==> src/rtl/tl_line_master.sv <==
// TileLink UH line master: one 64 B line read (Get + 8 AccessAckData) or write (8 PutFullData + AccessAck).
// Latency: the A channel is valid one cycle after accept, and the response is valid one cycle after the last D beat.
// Backpressure: a_ready stalls the A burst with no bubbles, d_valid is taken only while waiting for D, and rsp is held until rsp_ready.
module tl_line_master #(
  parameter int          DATA_W    = 64,
  parameter int          ADDR_W    = 64,
  parameter int          BEATS     = 8,
  parameter logic [3:0]  SOURCE_ID = 4'd0
) (
  input  logic                     clk,
  input  logic                     rst,
  // command port
  input  logic                     req_valid,
  output logic                     req_ready,
  input  logic                     req_write,
  input  logic [ADDR_W-1:0]        req_addr,
  input  logic [DATA_W*BEATS-1:0]  req_wdata,
  // completion port
  output logic                     rsp_valid,
  input  logic                     rsp_ready,
  output logic                     rsp_write,
  output logic [DATA_W*BEATS-1:0]  rsp_rdata,
  output logic                     rsp_denied,
  output logic                     rsp_corrupt,
  // TileLink A channel
  output logic [2:0]               a_opcode,
  output logic [2:0]               a_param,
  output logic [2:0]               a_size,
  output logic [3:0]               a_source,
  output logic [ADDR_W-1:0]        a_address,
  output logic [DATA_W/8-1:0]      a_mask,
  output logic [DATA_W-1:0]        a_data,
  output logic                     a_valid,
  input  logic                     a_ready,
  // TileLink D channel
  input  logic [2:0]               d_opcode,
  input  logic [1:0]               d_param,
  input  logic [2:0]               d_size,
  input  logic [1:0]               d_sink,
  input  logic [3:0]               d_source,
  input  logic                     d_denied,
  input  logic [DATA_W-1:0]        d_data,
  input  logic                     d_corrupt,
  input  logic                     d_valid,
  output logic                     d_ready
);

  localparam int LINE_W = DATA_W * BEATS;
  localparam int CNT_W  = (BEATS > 1) ? $clog2(BEATS) : 1;
  localparam int OFF_W  = $clog2(LINE_W / 8);
  localparam logic [CNT_W-1:0] LAST_BEAT = CNT_W'(BEATS - 1);
  localparam logic [2:0] LINE_SIZE  = 3'(OFF_W);
  localparam logic [2:0] A_GET      = 3'd4;
  localparam logic [2:0] A_PUT_FULL = 3'd0;
  localparam logic [2:0] D_ACK      = 3'd0;
  localparam logic [2:0] D_ACK_DATA = 3'd1;

  typedef enum logic [2:0] {
    S_IDLE,
    S_GET_REQ,
    S_GET_RESP,
    S_PUT_DATA,
    S_PUT_ACK,
    S_DONE
  } state_e;

  state_e                    state_q, state_d;
  logic [CNT_W-1:0]          cnt_q, cnt_d;
  logic [ADDR_W-OFF_W-1:0]   line_q, line_d;
  logic                      write_q, write_d;
  logic [LINE_W-1:0]         wdata_q, wdata_d;
  logic [LINE_W-1:0]         rdata_q, rdata_d;
  logic                      denied_q, denied_d;
  logic                      corrupt_q, corrupt_d;
  logic                      beat_err;

  // D-channel sideband fields and the in-line byte offset carry no information for this master.
  logic unused_inputs;
  assign unused_inputs = ^{d_param, d_size, d_sink, req_addr[OFF_W-1:0]};

  // State and datapath registers; reset drops any partial transaction on the floor.
  always_ff @(posedge clk) begin
    if (rst) begin
      state_q   <= S_IDLE;
      cnt_q     <= '0;
      line_q    <= '0;
      write_q   <= 1'b0;
      wdata_q   <= '0;
      rdata_q   <= '0;
      denied_q  <= 1'b0;
      corrupt_q <= 1'b0;
    end else begin
      state_q   <= state_d;
      cnt_q     <= cnt_d;
      line_q    <= line_d;
      write_q   <= write_d;
      wdata_q   <= wdata_d;
      rdata_q   <= rdata_d;
      denied_q  <= denied_d;
      corrupt_q <= corrupt_d;
    end
  end

  // Next-state, datapath updates and all outputs, decoded from registered state only.
  always_comb begin
    state_d   = state_q;
    cnt_d     = cnt_q;
    line_d    = line_q;
    write_d   = write_q;
    wdata_d   = wdata_q;
    rdata_d   = rdata_q;
    denied_d  = denied_q;
    corrupt_d = corrupt_q;
    beat_err  = 1'b0;

    req_ready   = 1'b0;
    rsp_valid   = 1'b0;
    rsp_write   = 1'b0;
    rsp_rdata   = '0;
    rsp_denied  = 1'b0;
    rsp_corrupt = 1'b0;
    a_opcode    = 3'd0;
    a_param     = 3'd0;
    a_size      = 3'd0;
    a_source    = 4'd0;
    a_address   = '0;
    a_mask      = '0;
    a_data      = '0;
    a_valid     = 1'b0;
    d_ready     = 1'b0;

    case (state_q)
      S_IDLE: begin
        // Held low while rst is asserted so nothing looks acceptable during reset.
        req_ready = !rst;
        if (req_valid) begin
          line_d    = req_addr[ADDR_W-1:OFF_W];
          write_d   = req_write;
          wdata_d   = req_wdata;
          rdata_d   = '0;
          cnt_d     = '0;
          denied_d  = 1'b0;
          corrupt_d = 1'b0;
          state_d   = req_write ? S_PUT_DATA : S_GET_REQ;
        end
      end

      S_GET_REQ: begin
        a_valid  = 1'b1;
        a_opcode = A_GET;
        if (a_ready) begin
          state_d = S_GET_RESP;
        end
      end

      S_GET_RESP: begin
        d_ready = 1'b1;
        if (d_valid) begin
          // A malformed beat is flagged as corrupt but still fills its slot and counts.
          beat_err  = d_corrupt || (d_opcode != D_ACK_DATA) || (d_source != SOURCE_ID);
          denied_d  = denied_q | d_denied;
          corrupt_d = corrupt_q | beat_err;
          rdata_d[int'(cnt_q)*DATA_W +: DATA_W] = d_data;
          if (cnt_q == LAST_BEAT) begin
            cnt_d   = '0;
            state_d = S_DONE;
          end else begin
            cnt_d = cnt_q + CNT_W'(1);
          end
        end
      end

      S_PUT_DATA: begin
        a_valid  = 1'b1;
        a_opcode = A_PUT_FULL;
        a_data   = wdata_q[int'(cnt_q)*DATA_W +: DATA_W];
        if (a_ready) begin
          if (cnt_q == LAST_BEAT) begin
            cnt_d   = '0;
            state_d = S_PUT_ACK;
          end else begin
            cnt_d = cnt_q + CNT_W'(1);
          end
        end
      end

      S_PUT_ACK: begin
        d_ready = 1'b1;
        if (d_valid) begin
          beat_err  = d_corrupt || (d_opcode != D_ACK) || (d_source != SOURCE_ID);
          denied_d  = denied_q | d_denied;
          corrupt_d = corrupt_q | beat_err;
          state_d   = S_DONE;
        end
      end

      S_DONE: begin
        rsp_valid   = 1'b1;
        rsp_write   = write_q;
        rsp_rdata   = rdata_q;
        rsp_denied  = denied_q;
        rsp_corrupt = corrupt_q;
        if (rsp_ready) begin
          state_d = S_IDLE;
        end
      end

      default: begin
        state_d = S_IDLE;
      end
    endcase

    // Request attributes that are constant for the whole burst.
    if (a_valid) begin
      a_size    = LINE_SIZE;
      a_source  = SOURCE_ID;
      a_mask    = '1;
      a_address = {line_q, {OFF_W{1'b0}}};
    end
  end

endmodule

==> config.mk <==
export PLATFORM = sky130hd
export DESIGN_NAME = tl_line_master
export DESIGN_NICKNAME = d
export VERILOG_FILES = /design/src/rtl/tl_line_master.sv
export SDC_FILE = /design/constraint.sdc
export NUM_CORES = 2
export LEC_CHECK = 0
export BUFFER_PORTS_ARGS = -buffer_cell sky130_fd_sc_hd__buf_4
export CORE_AREA = 2 2 511 513
export CTS_CLUSTER_DIAMETER = 200
export DETAILED_ROUTE_END_ITERATION = 12
export DIE_AREA = 0 0 513 515
export GPL_TIMING_DRIVEN = 0
export PLACE_DENSITY = 0.44
export SYNTH_ARGS = -nofsm -noshare
export SYNTH_HDL_FRONTEND = slang
export SYNTH_SLANG_ARGS = --single-unit
==> constraint.sdc <==
create_clock -name clk -period 4.8 [get_ports clk]
set_clock_uncertainty 0.1 [all_clocks]
set_input_delay 0.96 -clock clk [delete_from_list [all_inputs] [get_ports clk]]
set_output_delay 0.96 -clock clk [all_outputs]
set_load 0.02 [all_outputs]
## Word level (Yosys, flattened, before mapping)

Index checks and enable logic that the tools add are counted.
W data, S select, Z words.

| operators by class | value |
|---|---|
| add/subtract/negate cells | 2 |
| equality and inequality tests | 16 |
| shift operators | 3 |
| multiplexer cells | 38 |
| bitwise logic cells | 3 |
| reduce and logical (&&, ||, !) cells | 20 |

Operator list:

| cell | number |
|---|---|
| $mux W512 | 3 |
| $pmux W512 S2 | 1 |
| $bwmux W512 | 1 |
| $shift A64 B33 Y512 const A | 1 |
| $shiftx A512 B10 Y64 | 1 |
| $shiftx A64 B33 Y512 | 1 |
| $mux W64 | 2 |
| $mux W3 | 14 |
| $neg A9 Y33 | 1 |
| $pmux W3 S6 | 1 |
| $ne A2 B2 Y1 const B | 8 |
| $mux W1 | 11 |
| $eq A3 B3 Y1 const B | 3 |
| $pmux W3 S3 | 1 |
| $reduce_bool A3 Y1 | 3 |
| $mux W8 | 1 |
| $reduce_and A4 Y1 | 2 |
| $reduce_and A8 Y1 | 1 |
| $eq A3 B2 Y1 const B | 2 |
| $reduce_and A3 Y1 | 2 |
| $logic_or A1 B1 Y1 | 4 |
| $reduce_bool A2 Y1 | 2 |
| $reduce_bool A4 Y1 | 1 |
| $reduce_or A2 Y1 | 2 |
| other kinds (11) | 13 |

| storage, ports and cells | value |
|---|---|
| flip-flop bits (word level) | 1,091 |
| bits of input ports | 663 |
| output and inout port bits | 668 |
| word-level logic and storage cells | 90 |

## Depth between registers and ports, before layout

| logic depth | value |
|---|---|
| word-level depth | 6 |
| gate-level depth with buffers | 13 |
| mapped depth without buffers | 7 |

## Least setup slack after synthesis

OpenSTA, ideal clock, no wires.

| timing | value |
|---|---|
| path type | register to register |
| start | reg cnt_q[1] |
| end | reg rdata_q[244] |
| library setup time | 117 ps |
| arrival time | 3,024 ps |
| required time | 4,583 ps |
| slack | 1,559 ps |
| cell stages (with the launch flop) | 14 |
| buffers on the path | 6 |
| period minus slack after synthesis | 3,241 ps |
| cell sequence | dfxtp_1 buf_2 clkbuf_1 clkbuf_1 inv_1 ha_1 ha_1 clkbuf_1 o31a_1 and4_1 clkbuf_1 nor2_1 buf_2 a32o_1 |

| between the ends | value |
|---|---|
| word-level cells in the longest chain between the ends | 5 |
| elaborated cells between the ends (all ways) | 6 |
| classes of those cells | add/sub: 1; shift: 2; mux: 3 |

Ends and longest elaborated chain:

| element | line | source |
|---|---|---|
| from (decl) | 68 | `logic [CNT_W-1:0] cnt_q, cnt_d;` |
| from (signal assigned) | 94 | `cnt_q <= cnt_d;` |
| $neg A9 Y33 (*) | 163 | `rdata_d[int'(cnt_q)*DATA_W +: DATA_W] = d_data;` |
| $shiftx A64 B33 Y512 / $shift A64 B33 Y512 (equally long branches) | 163 |  |
| $bwmux W512 (*) | 163 |  |
| $mux W512 (*) | 158 | `if (d_valid) begin` |
| $pmux W512 S2 (*) | 132 | `case (state_q)` |
| to (signal assigned) | 98 | `rdata_q <= rdata_d;` |
| to (decl) | 72 | `logic [LINE_W-1:0] rdata_q, rdata_d;` |

Every way passes the cells marked *; elsewhere a longest branch is shown, timed or not. The select of a mux whose other input is x is not followed.
A chain may end at the register's enable or synchronous reset.

## Final worst setup path

| timing | value |
|---|---|
| start | reg cnt_q[0] |
| end | out a_data[27] |

| between the ends | value |
|---|---|
| word-level cells in the longest chain between the ends | 2 |

Ends and longest elaborated chain:

| element | line | source |
|---|---|---|
| $shiftx A512 B10 Y64 | 176 | `a_data = wdata_q[int'(cnt_q)*DATA_W +: DATA_W];` |
| $mux W64 | 132 |  |
| to (decl) | 32 | `output logic [DATA_W-1:0] a_data,` |

No other way between the ends.

==> metrics <==
clk_lat worst skew 790 ps; CTS Buf Count 136; average cell area after synthesis 8.88 sq um; drt pass-1 iters 5; Setup crit end kind output port; DP Wirelength 226 mm; placed cell area between 50000 and 60000 sq um; global route overflow 0; Tcrit/Tclk final ~96%; wire per inst 27.8 um; fraction of layout cells with a size suffix above 1 27.7%; Peak VDD IR ~330 uV; core area 259000 sq um; Reg clk slew, reported paths 60 ps; fin nets 7066; CP Max Fanout 10; WS Path Type reg -> out; root buffer cell clkbuf_16; largest net degree at the start of global routing 21; startpoint types flop; All-Layer GR Usage 20.0%; Top FF cell, synth dfxtp_1; outcome complete, no violations; Max Clk Rate 0.218 GHz; cell taking the most area after synthesis dfxtp_1; Setup WS post-layout 209 ps; clk sinks 1091; EDFF count, synth 0; Cells after Synth 4991; first-pass GRT wire length 365 mm; Site Rows 187; PwrDens ~450 nW/um^2; Least-Margin Pin Slew 1360 ps; routability-driven placement congestion ratio roughly 0.9; pre-CTS WS -1930 ps; Via density 4.35; Design Area, Final 63000 sq um; Vias 43300; I/O Pins 1331; final hold vios 0; Clock Path Buffers 3; fin util 24.4%; Yosys warning total 0; RSZ-0062 raised after global routing no; post-synth cell types between 50 and 60; area share of the largest cell type after synthesis 49.3%; CTS H-tree depth 4; port bufs 1237; total power 28.5 mW; mapped cell area 44300 sq um; Die H ~500 um; Area growth, synth to finish 42.1%; FFs w/ async S/R, synth 0%; Die Width 513 um; leakage power 25.3 nW; drt total wl about 280 mm; Inst Count DP 9654; initial antenna violation count 84; non-filler cells, final just under 10000; final hold slack 307 ps; Initial Utilization around 17%; pins over their slew limit 0; Routed Antenna Nets 0; critical path arrival 3530 ps; # DRC 0; HP Class in -> reg; top cells by area, synth dfxtp_1, nand2_1, a22o_1; endpoints failing setup 0; Slew headroom 9.43%; synthesis-stage register bit count 1091; Max-Cap Viols 0; post-synthesis sequential area ratio 49.3%; CTS tree done; Final TNS setup 0 ps; 1st-iter DRT viols 2615; die area 264000 sq um; CTS Hold Buffers Added 0; vias in the first global route 43200; fin crit period 4590 ps; WP data required 3740 ps
-- worst max-delay path, cell delays in order, from the launching register on --
cell      delay [ps]
dfxtp_1          400
buf_4            320
clkbuf_4         410
buf_2            410
mux4_2           300
nand2_1          120
a21oi_1          500
buf_4            240
-- synth_stat cells, types with 2 or more instances --
cell type  instances
dfxtp_1         1091
nand4_1            2
buf_4             31
inv_1              7
and2_1           575
a21oi_1          708
nor2_1            13
a22o_1           440
nor3_1             5
nor4_1             3
clkbuf_2          25
nor3b_1            7
buf_1             27
o2bb2ai_4          2
a21oi_2            2
o22ai_4            2
xnor2_1            2
buf_2             93
nand2b_1           8
ha_1               7
or4b_1             2
o21ai_0            8
nand3_1          134
nor2b_1            4
nand2_1         1279
mux4_2           128
and4_1             3
a32o_1             3
mux2i_1            4
mux2_2             2
clkbuf_1         350
nor4_4             2
-- routing by layer --
metal	up-vias	wire, um	GRT usage, %
met5	-	369	0
met2	1759	147000	38.4
met1	21200	99000	20.7
met3	441	18400	5.04
met4	58	10900	7.59
li1	19800	-	-
-- power by group --
part	switching, mW	internal [mW]	total (mW)	leakage, nW
logic	5.09	2.17	7.26	14.3
clock network	4.48	6.05	10.5	2.20
registers	0.632	10.0	10.7	8.87
total	10.2	18.3	28.5	25.3
-- cell families after synthesis --
group                    after synthesis  synth area share, %
AO/OA/AOI/OAI                       1171                 17.2
XOR/XNOR                               2               0.0395
adder cells (fa/ha/maj)                7                0.198
buffers and inverters                533                 5.11
flip-flops                          1091                 49.3
multiplexers                         134                 6.64
other                                  1              0.00846
AND/OR/NAND/NOR                     2052                 21.5
-- final timing paths --
check | start | end | slack [ps] | depth (start not counted)
worst min-delay path | req_wdata[19] | wdata_q[19]$_SDFFE_PP0P_ | 310 | 3
worst min register to register | line_q[30]$_SDFFE_PP0P_ | line_q[30]$_SDFFE_PP0P_ | 350 | 2
worst max register to register | cnt_q[1]$_SDFFE_PP0P_ | rdata_q[250]$_SDFFE_PP0P_ | 220 | 12
worst max-delay path | cnt_q[0]$_SDFFE_PP0P_ | a_data[27] | 210 | 7
-- layout make-up --
cell class / count / area (sq um)
diodes: 43 / 108
plain buffers: 523 / 2320
clock buffers: 193 / 3860
clock inverters: 48 / 668
fillers: 28400 / 196000
inverters: 7 / 26.3
multi-input cells: 3382 / 20300
flip-flops and latches: 1091 / 21800
well taps: 3402 / 4260
repair buffers: 1255 / 9570
-- repair_timing --
item,CTS,global route
resized for setup,39,11
hold endpoints to repair,0,0
setup buffers,5,4
endpoints found under the setup margin,896,50
pin swaps,4,2
-- sequential cells by signal, indices dropped and copies added, names as in the netlist --
name and cells:
cnt_q 3, rdata_q 512, denied_q 1, state_q 3, write_q 1, line_q 58
wdata_q 512, corrupt_q 1
-- cells in the final DEF, fill, tap and decap left out, types with 3 or more instances in the layout --
cell        count
a32o_1          3
inv_1           7
clkinv_8        3
nor3b_1         6
nor2b_1         4
mux4_2        128
bufinv_16       7
buf_1          25
a21oi_1       707
buf_12          8
nor2_1         11
a22o_1        440
clkbuf_4        6
clkbuf_8       25
clkbuf_2       55
clkbuf_1      345
o21ai_0         8
dfxtp_1      1091
buf_6           3
nor3_1          3
nor4_1          3
and2_1        575
clkinv_16       6
buf_4        1279
buf_2          86
conb_1         16
nand2_1      1279
ha_1            7
diode_2        43
clkbuf_16     136
clkinvlp_4      4
mux2i_1         4
inv_6           4
nand2b_1        8
clkinv_2       19
nand3_1       134
Power figures use the tool's default switching activity.
